`config.mk`:
```
export PLATFORM = sky130hd
export DESIGN_NAME = pc_gen_flat
export DESIGN_NICKNAME = d
export VERILOG_FILES = /design/src/rtl/pc_gen_pkg.sv /design/src/rtl/pc_gen_if.sv /design/src/rtl/pc_gen_ras.sv /design/src/rtl/pc_gen.sv /design/src/flat_wrapper.sv
export SDC_FILE = /design/constraint.sdc
export NUM_CORES = 1
export LEC_CHECK = 0
export ABC_AREA = 0
export BUFFER_PORTS_ARGS = -buffer_cell sky130_fd_sc_hd__buf_2
export CORE_ASPECT_RATIO = 1.75
export CORE_MARGIN = 5
export CORE_UTILIZATION = 35
export CTS_CLUSTER_DIAMETER = 40
export DETAILED_ROUTE_END_ITERATION = 12
export PLACE_DENSITY = 0.54
export SLEW_MARGIN = 20
export SYNTH_ARGS = -nofsm -noshare
export SYNTH_HDL_FRONTEND = slang
export SYNTH_HIERARCHICAL = 1
export SYNTH_SLANG_ARGS = --single-unit
```
`constraint.sdc`:
```
create_clock -name clock -period 5.5 [get_ports clock]
set_clock_uncertainty 0.2 [all_clocks]
set_input_delay 1.1 -clock clock [delete_from_list [all_inputs] [get_ports clock]]
set_output_delay 1.1 -clock clock [all_outputs]
set_load 0.005 [all_outputs]
```
`src/rtl/pc_gen_pkg.sv`:
```
// Shared codes for the program-counter generator:
// next-PC selects and FSM states.
package pc_gen_pkg;

    localparam int PC_SEL_W = 3;

    typedef enum logic [PC_SEL_W-1:0] {
        PC_PLUS_STEP = 3'd0,
        PC_JAL       = 3'd1,
        PC_JALR      = 3'd2,
        PC_BRANCH    = 3'd3,
        PC_TRAP      = 3'd4,
        PC_MRET      = 3'd5,
        PC_RET       = 3'd6,
        PC_HOLD      = 3'd7
    } pc_sel_e;

    typedef enum logic [1:0] {
        BOOT = 2'd0,
        RUN  = 2'd1,
        HALT = 2'd2
    } pc_state_e;

endpackage

```
`src/rtl/pc_gen_if.sv`:
```
// Control/fetch bundle around the PC generator.
// slave = pc_gen side, master = control/fetch side.
interface pc_gen_if #(
    parameter int XLEN      = 32,
    parameter int RAS_DEPTH = 4
);
    localparam int CW = $clog2(RAS_DEPTH) + 1;

    logic [2:0]      pc_sel;
    logic [XLEN-1:0] jal;
    logic [XLEN-1:0] jalr;
    logic [XLEN-1:0] branch;
    logic [XLEN-1:0] trap_pc;
    logic            link;
    logic            halt_req;
    logic            pc_ready;
    logic [XLEN-1:0] pc;
    logic            pc_valid;
    logic [XLEN-1:0] epc;
    logic [CW-1:0]   ras_count;
    logic            ras_miss;
    logic            halted;

    modport slave (
        input  pc_sel, jal, jalr, branch, trap_pc,
        input  link, halt_req, pc_ready,
        output pc, pc_valid, epc, ras_count,
        output ras_miss, halted
    );

    modport master (
        output pc_sel, jal, jalr, branch, trap_pc,
        output link, halt_req, pc_ready,
        input  pc, pc_valid, epc, ras_count,
        input  ras_miss, halted
    );

endinterface

```
`src/rtl/pc_gen_ras.sv`:
```
// Return-address stack: circular buffer whose
// oldest entry is overwritten when a push hits a full stack.
module pc_ras #(
    parameter int DEPTH = 4,
    parameter int WIDTH = 32
) (
    input  logic                       clock,
    input  logic                       reset,
    input  logic                       push_i,
    input  logic                       pop_i,
    input  logic [WIDTH-1:0]           data_i,
    output logic [WIDTH-1:0]           top_o,
    output logic [$clog2(DEPTH):0]     count_o,
    output logic                       empty_o,
    output logic                       full_o
);
    localparam int PW = $clog2(DEPTH);
    localparam int CW = PW + 1;

    logic [WIDTH-1:0] mem_q [DEPTH];
    logic [PW-1:0]    ptr_q;
    logic [CW-1:0]    cnt_q;
    logic             do_pop;
    logic             do_push;

    assign empty_o = (cnt_q == '0);
    assign full_o  = (cnt_q == CW'(DEPTH));
    assign count_o = cnt_q;
    assign top_o   = mem_q[ptr_q - PW'(1)];

    // A pop always wins over a simultaneous push.
    assign do_pop  = pop_i && !empty_o;
    assign do_push = push_i && !pop_i;

    always_ff @(posedge clock or negedge reset) begin
        if (!reset) begin
            ptr_q <= '0;
            cnt_q <= '0;
            for (int i = 0; i < DEPTH; i++) begin
                mem_q[i] <= '0;
            end
        end else if (do_pop) begin
            ptr_q <= ptr_q - PW'(1);
            cnt_q <= cnt_q - CW'(1);
        end else if (do_push) begin
            mem_q[ptr_q] <= data_i;
            ptr_q        <= ptr_q + PW'(1);
            if (!full_o) begin
                cnt_q <= cnt_q + CW'(1);
            end
        end
    end

endmodule

```
`src/rtl/pc_gen.sv`:
```
// Program-counter generator: BOOT/RUN/HALT control,
// next-PC select, trap EPC and return-address stack.
module pc_gen
    import pc_gen_pkg::*;
#(
    parameter int              XLEN      = 32,
    parameter int              STEP      = 1,
    parameter logic [XLEN-1:0] RESET_VEC = '0,
    parameter logic [XLEN-1:0] TRAP_VEC  = XLEN'(16),
    parameter int              RAS_DEPTH = 4
) (
    input  logic    clock,
    input  logic    reset,
    pc_gen_if.slave bus
);
    localparam int              CW     = $clog2(RAS_DEPTH) + 1;
    localparam logic [XLEN-1:0] STEP_W = XLEN'(STEP);

    pc_state_e       state_q;
    logic [XLEN-1:0] pc_q, pc_d;
    logic [XLEN-1:0] epc_q, epc_d;
    logic            valid_q, halted_q;
    logic            miss_q, miss_d;
    logic [XLEN-1:0] pc_plus;
    logic            fire, upd;
    pc_sel_e         sel;

    logic            push, pop;
    logic [XLEN-1:0] ras_top;
    logic [CW-1:0]   ras_cnt;
    logic            ras_empty, ras_full;

    assign sel     = pc_sel_e'(bus.pc_sel);
    assign pc_plus = pc_q + STEP_W;
    assign fire    = valid_q && bus.pc_ready;
    // A halt request discards this cycle's redirect.
    assign upd     = (state_q == RUN) && !bus.halt_req;

    always_comb begin
        pc_d   = pc_q;
        epc_d  = epc_q;
        miss_d = 1'b0;
        push   = 1'b0;
        pop    = 1'b0;
        if (upd) begin
            unique case (sel)
                PC_PLUS_STEP: if (fire) pc_d = pc_plus;
                PC_JAL: begin
                    pc_d = bus.jal;
                    push = bus.link;
                end
                PC_JALR: begin
                    pc_d = bus.jalr;
                    push = bus.link;
                end
                PC_BRANCH: pc_d = bus.branch;
                PC_TRAP: begin
                    pc_d  = TRAP_VEC;
                    epc_d = bus.trap_pc;
                end
                PC_MRET: pc_d = epc_q;
                PC_RET: begin
                    if (!ras_empty) begin
                        pc_d = ras_top;
                        pop  = 1'b1;
                    end else begin
                        pc_d   = bus.jalr;
                        miss_d = 1'b1;
                    end
                end
                PC_HOLD: pc_d = pc_q;
            endcase
        end
    end

    always_ff @(posedge clock or negedge reset) begin
        if (!reset) begin
            state_q  <= BOOT;
            pc_q     <= RESET_VEC;
            epc_q    <= '0;
            valid_q  <= 1'b0;
            halted_q <= 1'b0;
            miss_q   <= 1'b0;
        end else begin
            pc_q   <= pc_d;
            epc_q  <= epc_d;
            miss_q <= miss_d;
            unique case (state_q)
                BOOT: begin
                    state_q <= RUN;
                    valid_q <= 1'b1;
                end
                RUN: if (bus.halt_req) begin
                    state_q  <= HALT;
                    valid_q  <= 1'b0;
                    halted_q <= 1'b1;
                end
                HALT: if (!bus.halt_req) begin
                    state_q  <= RUN;
                    valid_q  <= 1'b1;
                    halted_q <= 1'b0;
                end
                default: state_q <= BOOT;
            endcase
        end
    end

    pc_ras #(
        .DEPTH (RAS_DEPTH),
        .WIDTH (XLEN)
    ) u_ras (
        .clock   (clock),
        .reset   (reset),
        .push_i  (push),
        .pop_i   (pop),
        .data_i  (pc_plus),
        .top_o   (ras_top),
        .count_o (ras_cnt),
        .empty_o (ras_empty),
        .full_o  (ras_full)
    );

    assign bus.pc        = pc_q;
    assign bus.pc_valid  = valid_q;
    assign bus.epc       = epc_q;
    assign bus.ras_count = ras_cnt;
    assign bus.ras_miss  = miss_q;
    assign bus.halted    = halted_q;

    a_full_count: assert property (
        @(posedge clock) disable iff (!reset)
        ras_full |-> (ras_cnt == CW'(RAS_DEPTH))
    );

endmodule

```
`src/flat_wrapper.sv`:
```
// flat-port wrapper written by rule: the top's interface ports become plain ports
module pc_gen_flat import pc_gen_pkg::*;
#(
    parameter int              XLEN      = 32,
    parameter int              STEP      = 1,
    parameter logic [XLEN-1:0] RESET_VEC = '0,
    parameter logic [XLEN-1:0] TRAP_VEC  = XLEN'(16),
    parameter int              RAS_DEPTH = 4
)
  (clock, reset, bus_pc_sel, bus_jal, bus_jalr, bus_branch, bus_trap_pc, bus_link, bus_halt_req, bus_pc_ready, bus_pc, bus_pc_valid, bus_epc, bus_ras_count, bus_ras_miss, bus_halted);
  pc_gen_if #(.XLEN(XLEN), .RAS_DEPTH(RAS_DEPTH)) bus_i ();
  input  logic clock;
  input  logic reset;
  input wire logic [$bits(bus_i.pc_sel)-1:0] bus_pc_sel;
  input wire logic [$bits(bus_i.jal)-1:0] bus_jal;
  input wire logic [$bits(bus_i.jalr)-1:0] bus_jalr;
  input wire logic [$bits(bus_i.branch)-1:0] bus_branch;
  input wire logic [$bits(bus_i.trap_pc)-1:0] bus_trap_pc;
  input wire logic [$bits(bus_i.link)-1:0] bus_link;
  input wire logic [$bits(bus_i.halt_req)-1:0] bus_halt_req;
  input wire logic [$bits(bus_i.pc_ready)-1:0] bus_pc_ready;
  output wire logic [$bits(bus_i.pc)-1:0] bus_pc;
  output wire logic [$bits(bus_i.pc_valid)-1:0] bus_pc_valid;
  output wire logic [$bits(bus_i.epc)-1:0] bus_epc;
  output wire logic [$bits(bus_i.ras_count)-1:0] bus_ras_count;
  output wire logic [$bits(bus_i.ras_miss)-1:0] bus_ras_miss;
  output wire logic [$bits(bus_i.halted)-1:0] bus_halted;
  assign bus_i.pc_sel = bus_pc_sel;
  assign bus_i.jal = bus_jal;
  assign bus_i.jalr = bus_jalr;
  assign bus_i.branch = bus_branch;
  assign bus_i.trap_pc = bus_trap_pc;
  assign bus_i.link = bus_link;
  assign bus_i.halt_req = bus_halt_req;
  assign bus_i.pc_ready = bus_pc_ready;
  assign bus_pc = bus_i.pc;
  assign bus_pc_valid = bus_i.pc_valid;
  assign bus_epc = bus_i.epc;
  assign bus_ras_count = bus_i.ras_count;
  assign bus_ras_miss = bus_i.ras_miss;
  assign bus_halted = bus_i.halted;
  pc_gen #(.XLEN(XLEN), .STEP(STEP), .RESET_VEC(RESET_VEC), .TRAP_VEC(TRAP_VEC), .RAS_DEPTH(RAS_DEPTH)) u_core (.clock(clock), .reset(reset), .bus(bus_i));
endmodule
```
==> results of run 1 <==
==> where the power goes <==
part	switching, mW	internal, mW
logic	1.25	1.27
clock network	0.665	0.962
registers	0.585	2.08
==> registers in the layout, summed over array words and instances, names as in the netlist <==
signal,flops
u_core/u_ras/mem_q,128
u_core/bus.epc,32
u_core/bus.pc_valid,1
u_core/u_ras/count_o,3
u_core/bus.halted,1
u_core/state_q,2
u_core/bus.ras_miss,1
u_core/u_ras/ptr_q,2
u_core/bus.pc,32
==> per-layer routing <==
metal	share of wire	routed length, um	vias up	track usage
met1	0.37	14400	4412	0.243
met2	0.53	20800	280	0.396
met3	0.053	2050	58	0.0335
li1	-	-	3878	-
met5	0	0	-	0
met4	0.044	1700	0	0.0928
==> worst max-delay path, delay by kind of cell <==
| kind | cells | cell delay [ns] |
|---|---|---|
| buffers and inverters | 2 | 0.69 |
| and+or+nand+nor | 3 | 1.57 |
| AOI/OAI and AO/OA | 2 | 0.25 |
==> metrics by stage <==
stage,power (mW),instance area [um2]
2_1_floorplan,4.16,11200
3_3_place_gp,5.18,12500
3_5_place_dp,5.23,12500
4_1_cts,6.88,13300
5_1_grt,7.18,13300
6_report,6.82,13300
==> area by class of cell <==
| cell class | instances | area, um2 | area share |
|---|---|---|---|
| Tap cell | 396 | 495 | 0.0373 |
| Timing Repair Buffer | 230 | 1250 | 0.0940 |
| Multi-Input combinational cell | 638 | 5630 | 0.424 |
| Clock buffer | 32 | 672 | 0.0506 |
| Inverter | 11 | 41.3 | 0.00311 |
| Antenna cell | 1 | 2.50 | 0.000188 |
| Sequential cell | 202 | 5060 | 0.381 |
| Clock inverter | 11 | 130 | 0.00980 |
==> worst paths after layout <==
kind	slack, ns	start	end
setup reg to reg	2.37	u_core/u_ras/ptr_q[1]	u_core/bus.pc[6]
hold reg to reg	0.30	u_core/u_ras/mem_q[114]	u_core/u_ras/mem_q[114]
max in group asynchronous	3.64	reset	u_core/bus.epc[27]
min in group asynchronous	0.45	reset	u_core/u_ras/mem_q[5]
hold / removal	0.30	u_core/u_ras/mem_q[114]	u_core/u_ras/mem_q[114]
setup / recovery	2.07	bus_pc_sel[1]	u_core/bus.pc[20]
==> results by group, run 1 <==
Worst hold path
  • HP Class: reg2reg
  • Hold Crit Depth: 1

Power
  • Pleak: 6.18 nW
  • PwrDens: 513 mW/mm2
  • VDD IR max: 0.000282 V

Logic synthesis
  • Mapped Area: 0.0112 mm2
  • Syn nets: 1,066
  • Yosys warns: 6
  • Mean post-synth cell area: 12.1 um2
  • Syn Inst Count: 924

Timing
  • Tcrit/Tclk final: 0.624
  • Least-Margin Pin Slew: 1.04 ns
  • Tmin final: 3.43 ns
  • Fin. max-slew vios: 0
  • Fmax: 291 MHz
  • Worst rel slew slack: 0.301
  • RSZ-0062 raised after global routing: no
  • # setup viols final: 0
  • Final hold vios: 0
  • Setup TNS: 0 ns
  • Slack of the critical path: 2.07 ns
  • Hold Worst Slack: 0.299 ns

GRT
  • Initial antenna violation count: 1
  • Largest net degree at the start of global routing: 93
  • Tot GR Track Use: 0.214
  • Total congestion overflow: 0
  • Vias in the first global route: 9,211
  • First-pass GRT wire length: 59,100 um

Finish
  • Most common cell after layout, fill and taps aside: buf_2
  • Layout cells sized above 1: 0.438
  • Non-filler instance count after layout: 1,521
  • Area Growth Syn to Fin: 18.8%
  • Post-Route Utilization: 0.421
  • Most frequent cells in the layout: 204 x buf_2, 201 x dfrtp_1, 155 x mux2_2
  • Nets@finish: 1,249
  • Layout fillers: 2,999

Clock tree
  • Clock buffer depth: 3
  • Resize count post-CTS: 0
  • Clock latency on the worst-skew pair: 0.53 ns
  • H-Tree Depth: 1
  • Clock Tree Root: clkbuf_16
  • Total CTS buffers: 24
  • CTS tree: built
  • Post-CTS Hold Buffers: 0
  • Clk slew on worst S/H paths: 0.06 ns
  • CTS Sinks: 202
  • Post-CTS setup buffers: 0

Critical path
  • CP cell instances: buf_2 > nor3_1 > or2_1 > buf_4 > and4_1 > a21oi_1 > o22a_1
  • CP startpoint kind: input pin
  • Worst Setup End Kind: flip-flop
  • CP required: 5.71 ns
  • Worst Reg-to-Reg Cells: 7
  • Max incr delay on CP: 0.75 ns
  • Largest fanout on the critical path: 40
  • Path type of the worst setup path: in2reg
  • Critical path arrival: 3.64 ns
  • Slowest cell on crit path: or2_1

Floorplan
  • Die area: 0.0358 mm2
  • Initial Util: 0.355
  • DIE HEIGHT: 246 um
  • Site Rows: 86
  • Core area: 0.0315 mm2
  • I/O pin cnt: 206
  • Die X: 145 um

Drt
  • Routed WL per cell: 25.7 um
  • Antenna Nets Post-Route: 0
  • Vias/cell: 5.67
  • DRC viols: 0
  • Total Wirelength: 39,000 um
  • DR vias: 8,628
  • Initial drt markers: 582
  • Initial DRT Pass Iterations: 5

Place
  • Hpwl dp: 28,500 um
  • Gp weighted congestion: 0.876
  • Post-Place Worst Slack: 1.59 ns
  • Dpl cells: 1,477
  • Port bufs: 205

Flow run
  • Max_cap viols: 0

Status
  • Status: complete, no violations
Power figures use the tool's default switching activity.
==> run 2: changes to the inputs <==
==> constraint.sdc (replaced) <==
create_clock -name clock -period 3.5 [get_ports clock]
set_clock_uncertainty 0.2 [all_clocks]
set_input_delay 0.7 -clock clock [delete_from_list [all_inputs] [get_ports clock]]
set_output_delay 0.7 -clock clock [all_outputs]
set_load 0.005 [all_outputs]
==> run 2 against run 1 <==
Compared with the run above: cell area is 2.3% higher; sequential share of layout area decreased by 0.87 points; flip-flop and latch count is the same; wire length barely moved; first-iteration DRC count fell by 27%; worst hold slack worse by 0.10 ns; via count increased by 1.4%; setup slack worse by 1.5 ns; die area stayed put; power is 58% higher; global-route usage decreased by 0.13 points; largest power group unchanged; clock power grew 62%.
==> results by group, run 2 (synthesis results as in run 1) <==
Status
  • Status: complete, no violations (unchanged)

Finish
  • Layout cells sized above 1: 0.455 (was 0.438)
  • Biggest register: u_core/u_ras/mem_q (unchanged)
  • Number of flip-flops in the largest register: 128 (unchanged)
  • Nets@finish: 1,277 (was 1,249)
  • Area Growth Syn to Fin: 21.5% (was 18.8%)
  • Layout fillers: 3,013 (was 2,999)
  • Non-filler instance count after layout: 1,552 (was 1,521)
  • Most frequent cells in the layout: 204 x buf_2, 201 x dfrtp_1, 155 x mux2_2 (unchanged)
  • Register area: 0.00506 mm2 (unchanged)
  • Area of the multi-input gates: 0.00563 mm2 (unchanged)
  • Most common cell after layout, fill and taps aside: buf_2 (unchanged)

Clock tree
  • CTS Sinks: 202 (unchanged)
  • Clock latency on the worst-skew pair: 0.54 ns (was 0.53 ns)
  • Total CTS buffers: 27 (was 24)
  • H-Tree Depth: 1 (unchanged)
  • Clock Tree Root: clkbuf_16 (unchanged)
  • Clk slew on worst S/H paths: 0.06 ns (about the same)
  • Post-CTS setup buffers: 0 (unchanged)
  • Clock buffer depth: 3 (unchanged)
  • CTS tree: built (unchanged)

Critical path
  • Slowest cell on crit path: dfrtp_1 (was or2_1)
  • Cell family with most CP delay: simple AND/OR/NAND/NOR gates (unchanged)
  • CP required: 3.70 ns (was 5.71 ns)
  • CP startpoint kind: flip-flop (was input pin)
  • Worst Setup End Kind: flip-flop (unchanged)
  • CP cell instances: or3b_4 > nor3_1 > buf_4 > o31ai_1 > fa_1 > o311ai_0 > o21ai_0 (was buf_2 > nor3_1 > or2_1 > buf_4 > and4_1 > a21oi_1 > o22a_1)
  • Max incr delay on CP: 0.48 ns (was 0.75 ns)
  • Path type of the worst setup path: reg2reg (was in2reg)
  • CP bufs+invs: 1 (was 2)
  • Critical path arrival: 3.14 ns (was 3.64 ns)
  • Largest fanout on the critical path: 11 (was 40)

Drt
  • Total Wirelength: 39,000 um (about the same)
  • DRC viols: 0 (unchanged)
  • Vias/cell: 5.64 (was 5.67)
  • Met2 WL: 20,400 um (was 20,800 um)
  • Initial DRT Pass Iterations: 7 (was 5)
  • DR vias: 8,750 (was 8,628)
  • Wl on met1: 14,400 um (about the same)
  • Antenna Nets Post-Route: 0 (unchanged)
  • Initial drt markers: 423 (was 582)
  • Routed WL per cell: 25.2 um (was 25.7 um)
  • Routed met3 length: 2290 um (was 2050 um)
  • Max Used Layer: met4 (unchanged)

Floorplan
  • Die area: 0.0358 mm2 (unchanged)
  • Site Rows: 86 (unchanged)
  • Initial Util: 0.355 (unchanged)
  • Core area: 0.0315 mm2 (unchanged)
  • I/O pin cnt: 206 (unchanged)
  • Die X: 145 um (unchanged)
  • DIE HEIGHT: 246 um (unchanged)

Timing
  • Tcrit/Tclk final: 0.841
  • # setup viols final: 0 (unchanged)
  • Worst rel slew slack: 0.540 (was 0.301)
  • Slack of the critical path: 0.558 ns (was 2.07 ns)
  • Setup TNS: 0 ns (unchanged)
  • Fin. max-slew vios: 0 (unchanged)
  • RSZ-0062 raised after global routing: no (unchanged)
  • Tmin final: 2.94 ns
  • Least-Margin Pin Slew: 0.685 ns (was 1.04 ns)
  • Final hold vios: 0 (unchanged)
  • Fmax: 340 MHz

Place
  • Hpwl dp: 28,900 um (was 28,500 um)
  • Port bufs: 205 (unchanged)
  • Post-Place Worst Slack: 0.226 ns (was 1.59 ns)
  • Dpl cells: 1,501 (was 1,477)
  • Gp weighted congestion: 0.854 (was 0.876)

GRT
  • First-pass GRT wire length: 59,000 um (was 59,100 um)
  • Total congestion overflow: 0 (unchanged)
  • Initial antenna violation count: 1 (unchanged)
  • Tot GR Track Use: 0.213 (was 0.214)
  • Vias in the first global route: 9,301 (was 9,211)
  • Largest net degree at the start of global routing: 80 (was 93)

Flow run
  • Max_cap viols: 0 (unchanged)

Power
  • PwrDens: 795 mW/mm2 (was 513 mW/mm2)
  • VDD IR max: 0.000462 V (was 0.000282 V)
  • Pleak: 6.36 nW (was 6.18 nW)

Worst hold path
  • HP Class: in2reg (was reg2reg)
-- run 2: path summary, 6_finish.rpt --
path / endpoint / slack (ns) / from / cells past startpoint
worst min register to register: u_core/u_ras/mem_q[93] / 0.30 / u_core/u_ras/mem_q[93] / 1
max in group asynchronous: u_core/bus.epc[29] / 1.77 / reset / 3
min in group asynchronous: u_core/u_ras/mem_q[71] / 0.45 / reset / 2
worst max register to register: u_core/u_ras/count_o[2] / 0.56 / u_core/state_q[0] / 7
worst max-delay path: u_core/u_ras/count_o[2] / 0.56 / u_core/state_q[0] / 7
worst min-delay path: u_core/bus.epc[4] / 0.20 / bus_trap_pc[4] / 2
-- run 2: final cells by class --
type / instances / share of cell area
clock buffer: 32 / 0.0533
sequential: 202 / 0.372
inverter: 11 / 0.00304
clock inverter: 17 / 0.00994
timing repair buffer: 255 / 0.110
antenna: 1 / 0.000184
tap: 396 / 0.0365
multi-input combinational: 638 / 0.415
-- run 2: metal layers --
| layer | vias to the layer above | track usage |
|---|---|---|
| met5 | - | 0 |
| met4 | 0 | 0.101 |
| met3 | 77 | 0.0407 |
| met2 | 291 | 0.384 |
| met1 | 4461 | 0.241 |
| li1 | 3921 | - |
-- run 2: where the power goes --
group | total [mW] | internal, mW | switching (mW)
logic | 4.00 | 2.02 | 1.98
clock network | 2.64 | 1.51 | 1.13
registers | 4.16 | 3.27 | 0.895
-- run 2: through the flow --
stage	hold slack, ns	util	power, mW	instance area (um2)
detailed placement	0.288	0.403	8.24	12700
floorplan	0.204	-	6.54	11200
global placement	0.282	0.403	8.16	12700
global route	0.188	0.431	11.4	13600
CTS	0.172	0.431	10.9	13600
finish	0.197	0.431	10.8	13600
-- run 2: what timing repair did --
item,4_1_cts,5_1_grt
gates resized for setup,0,0
hold buffers,1,0
hold endpoints to repair,37,0
==> run 3: changes to the inputs <==
--- a/config.mk
+++ b/config.mk
@@ -12,7 +12,7 @@
 export CORE_UTILIZATION = 35
 export CTS_CLUSTER_DIAMETER = 40
 export DETAILED_ROUTE_END_ITERATION = 12
-export PLACE_DENSITY = 0.54
+export PLACE_DENSITY = 0.56
 export SLEW_MARGIN = 20
 export SYNTH_ARGS = -nofsm -noshare
 export SYNTH_HDL_FRONTEND = slang
==> constraint.sdc (replaced) <==
create_clock -name clock -period 2.65 [get_ports clock]
set_clock_uncertainty 0.2 [all_clocks]
set_input_delay 0.53 -clock clock [delete_from_list [all_inputs] [get_ports clock]]
set_output_delay 0.53 -clock clock [all_outputs]
set_load 0.005 [all_outputs]
==> run 3 against run 2 <==
Compared with the run above: final cell count grew 3.6%; count of clock-buffer cells in the layout decreased by 3; via count increased by 2.1%; first-iteration DRC count increased by 36%; cell area grew 4.9%; worst hold slack got worse by 0.18 ns; flip-flop and latch count unchanged; core utilization rose by 2.1 points; critical path depth did not move; global-route usage down 1.2 points; power up 36%; setup slack got worse by 0.45 ns; critical path type unchanged; critical endpoint unchanged; largest power group is now combinational cells.
==> results by group, run 3 (synthesis results as in run 1) <==
Status
  • Status: complete, no violations (unchanged)

Place
  • Hpwl dp: 28,100 um (was 28,900 um)
  • Dpl cells: 1,548 (was 1,501)
  • Port bufs: 205 (unchanged)
  • Gp weighted congestion: 0.856 (was 0.854)
  • DP Area: 0.0133 mm2 (was 0.0127 mm2)

Critical path
  • Largest fanout on the critical path: 3 (was 11)
  • CP bufs+invs: 1 (unchanged)
  • Max incr delay on CP: 0.43 ns (was 0.48 ns)
  • CP required: 2.87 ns (was 3.70 ns)
  • Cell family with most CP delay: simple AND/OR/NAND/NOR gates (unchanged)
  • CP startpoint kind: flip-flop (unchanged)
  • Path type of the worst setup path: reg2reg (unchanged)
  • Worst Setup End Kind: flip-flop (unchanged)
  • Slowest cell on crit path: or3b_4 (was dfrtp_1)
  • Critical path arrival: 2.76 ns (was 3.14 ns)
  • CP cell instances: or3b_4 > nor3_2 > buf_4 > o31ai_1 > fa_1 > o311ai_0 > o21ai_0 (was or3b_4 > nor3_1 > buf_4 > o31ai_1 > fa_1 > o311ai_0 > o21ai_0)

Finish
  • Post-Route Utilization: 0.452 (was 0.431)
  • Most common cell after layout, fill and taps aside: buf_2 (unchanged)
  • Most frequent cells in the layout: 204 x buf_2, 201 x dfrtp_1, 155 x mux2_2 (unchanged)
  • Non-filler instance count after layout: 1,608 (was 1,552)
  • Biggest register: u_core/u_ras/mem_q (unchanged)
  • Design area: 0.0142 mm2 (was 0.0136 mm2)
  • Area of the multi-input gates: 0.00565 mm2 (was 0.00563 mm2)
  • Layout fillers: 2,952 (was 3,013)
  • Register area: 0.00506 mm2 (unchanged)
  • Number of flip-flops in the largest register: 128 (unchanged)
  • Nets@finish: 1,330 (was 1,277)
  • Layout cells sized above 1: 0.477 (was 0.455)
  • Area Growth Syn to Fin: 27.4% (was 21.5%)

Clock tree
  • Clk slew on worst S/H paths: 0.06 ns (about the same)
  • Post-CTS setup buffers: 0 (unchanged)
  • Clock buffer depth: 3 (unchanged)
  • CTS tree: built (unchanged)
  • Total CTS buffers: 26 (was 27)
  • CTS Sinks: 202 (unchanged)
  • Clock Tree Root: clkbuf_16 (unchanged)
  • Clock latency on the worst-skew pair: 0.55 ns (was 0.54 ns)
  • H-Tree Depth: 1 (unchanged)

Floorplan
  • Site Rows: 86 (unchanged)
  • DIE HEIGHT: 246 um (unchanged)
  • I/O pin cnt: 206 (unchanged)
  • Core area: 0.0315 mm2 (unchanged)
  • Die area: 0.0358 mm2 (unchanged)
  • Die X: 145 um (unchanged)
  • Initial Util: 0.355 (unchanged)

GRT
  • Total congestion overflow: 0 (unchanged)
  • Largest net degree at the start of global routing: 59 (was 80)
  • Vias in the first global route: 9,378 (was 9,301)
  • First-pass GRT wire length: 57,000 um (was 59,000 um)
  • Tot GR Track Use: 0.201 (was 0.213)
  • Initial antenna violation count: 5 (was 1)

Drt
  • DR vias: 8,932 (was 8,750)
  • Antenna Nets Post-Route: 0 (unchanged)
  • Initial DRT Pass Iterations: 7 (unchanged)
  • Vias/cell: 5.55 (was 5.64)
  • Initial drt markers: 577 (was 423)
  • Total Wirelength: 37,000 um (was 39,000 um)
  • Routed WL per cell: 23.0 um (was 25.2 um)
  • DRC viols: 0 (unchanged)

Timing
  • Least-Margin Pin Slew: 0.551 ns (was 0.685 ns)
  • Setup TNS: 0 ns (unchanged)
  • Fmax: 393 MHz (was 340 MHz)
  • Fin. max-slew vios: 0 (unchanged)
  • # setup viols final: 0 (unchanged)
  • Final hold vios: 0 (unchanged)
  • RSZ-0062 raised after global routing: no (unchanged)
  • Worst rel slew slack: 0.633 (was 0.540)
  • Tmin final: 2.54 ns (was 2.94 ns)
  • Tcrit/Tclk final: 0.959 (was 0.841)

Power
  • PwrDens: 1030 mW/mm2 (was 795 mW/mm2)
  • Pleak: 6.71 nW (was 6.36 nW)
  • VDD IR max: 0.000720 V (was 0.000462 V)

Flow run
  • Max_cap viols: 0 (unchanged)

Worst hold path
  • HP Class: in2reg (unchanged)
## run 3: repair_timing
action / CTS / global route
pin swaps: 0 / 0
endpoints found under the hold margin: 52 / 0
gates resized for setup: 1 / 1
setup endpoints to repair: 1 / 4
hold buffers: 8 / 0
## run 3: per-stage QoR
step                hold slack (ns)  worst slack (ns)  power [mW]
floorplan                    0.0344           -0.0676        8.68
global placement              0.281            -0.292        11.0
detailed placement            0.287            -0.215        11.1
CTS                        0.000620            0.0580        14.8
global route                0.00889            0.0191        15.5
finish                       0.0162             0.108        14.7
## run 3: layout make-up
cell class	instances	area share
Multi-Input combinational cell	638	0.396
Antenna cell	4	0.000703
Inverter	11	0.00290
Clock buffer	29	0.0479
Sequential cell	202	0.355
Clock inverter	19	0.0145
Timing Repair Buffer	309	0.148
Tap cell	396	0.0348
## run 3: metal layers
layer,part of all wire,wire length (um),up-vias,global-route usage
met4,0.030,1120,2,0.0695
met1,0.38,14100,4494,0.234
met3,0.068,2530,70,0.0449
li1,-,-,4032,-
met2,0.52,19200,334,0.365
met5,0.00035,13,-,0
## run 3: worst paths after layout
check | from | to | slack, ns | depth (start not counted)
min in group asynchronous | reset | u_core/u_ras/mem_q[37] | 0.30 | 2
setup / recovery | u_core/state_q[1] | u_core/u_ras/count_o[2] | 0.11 | 7
max in group asynchronous | reset | u_core/u_ras/mem_q[31] | 1.25 | 3
hold reg to reg | u_core/u_ras/mem_q[77] | u_core/u_ras/mem_q[77] | 0.30 | 1
setup reg to reg | u_core/state_q[1] | u_core/u_ras/count_o[2] | 0.11 | 7
hold / removal | bus_trap_pc[20] | u_core/bus.epc[20] | 0.02 | 2
## run 3: power breakdown
| group | switching [mW] | internal (mW) |
|---|---|---|
| registers | 0.969 | 4.32 |
| clock network | 1.55 | 2.03 |
| logic | 2.78 | 3.01 |
## run 3: worst register-to-register path: cells and delay by family, from the launching register on
kind	cells	cell delay, ns
DFF	1	0.39
buffers and inverters	1	0.17
AOI/OAI and AO/OA	3	0.52
and+or+nand+nor	2	0.72
adders and majority gates	1	0.41
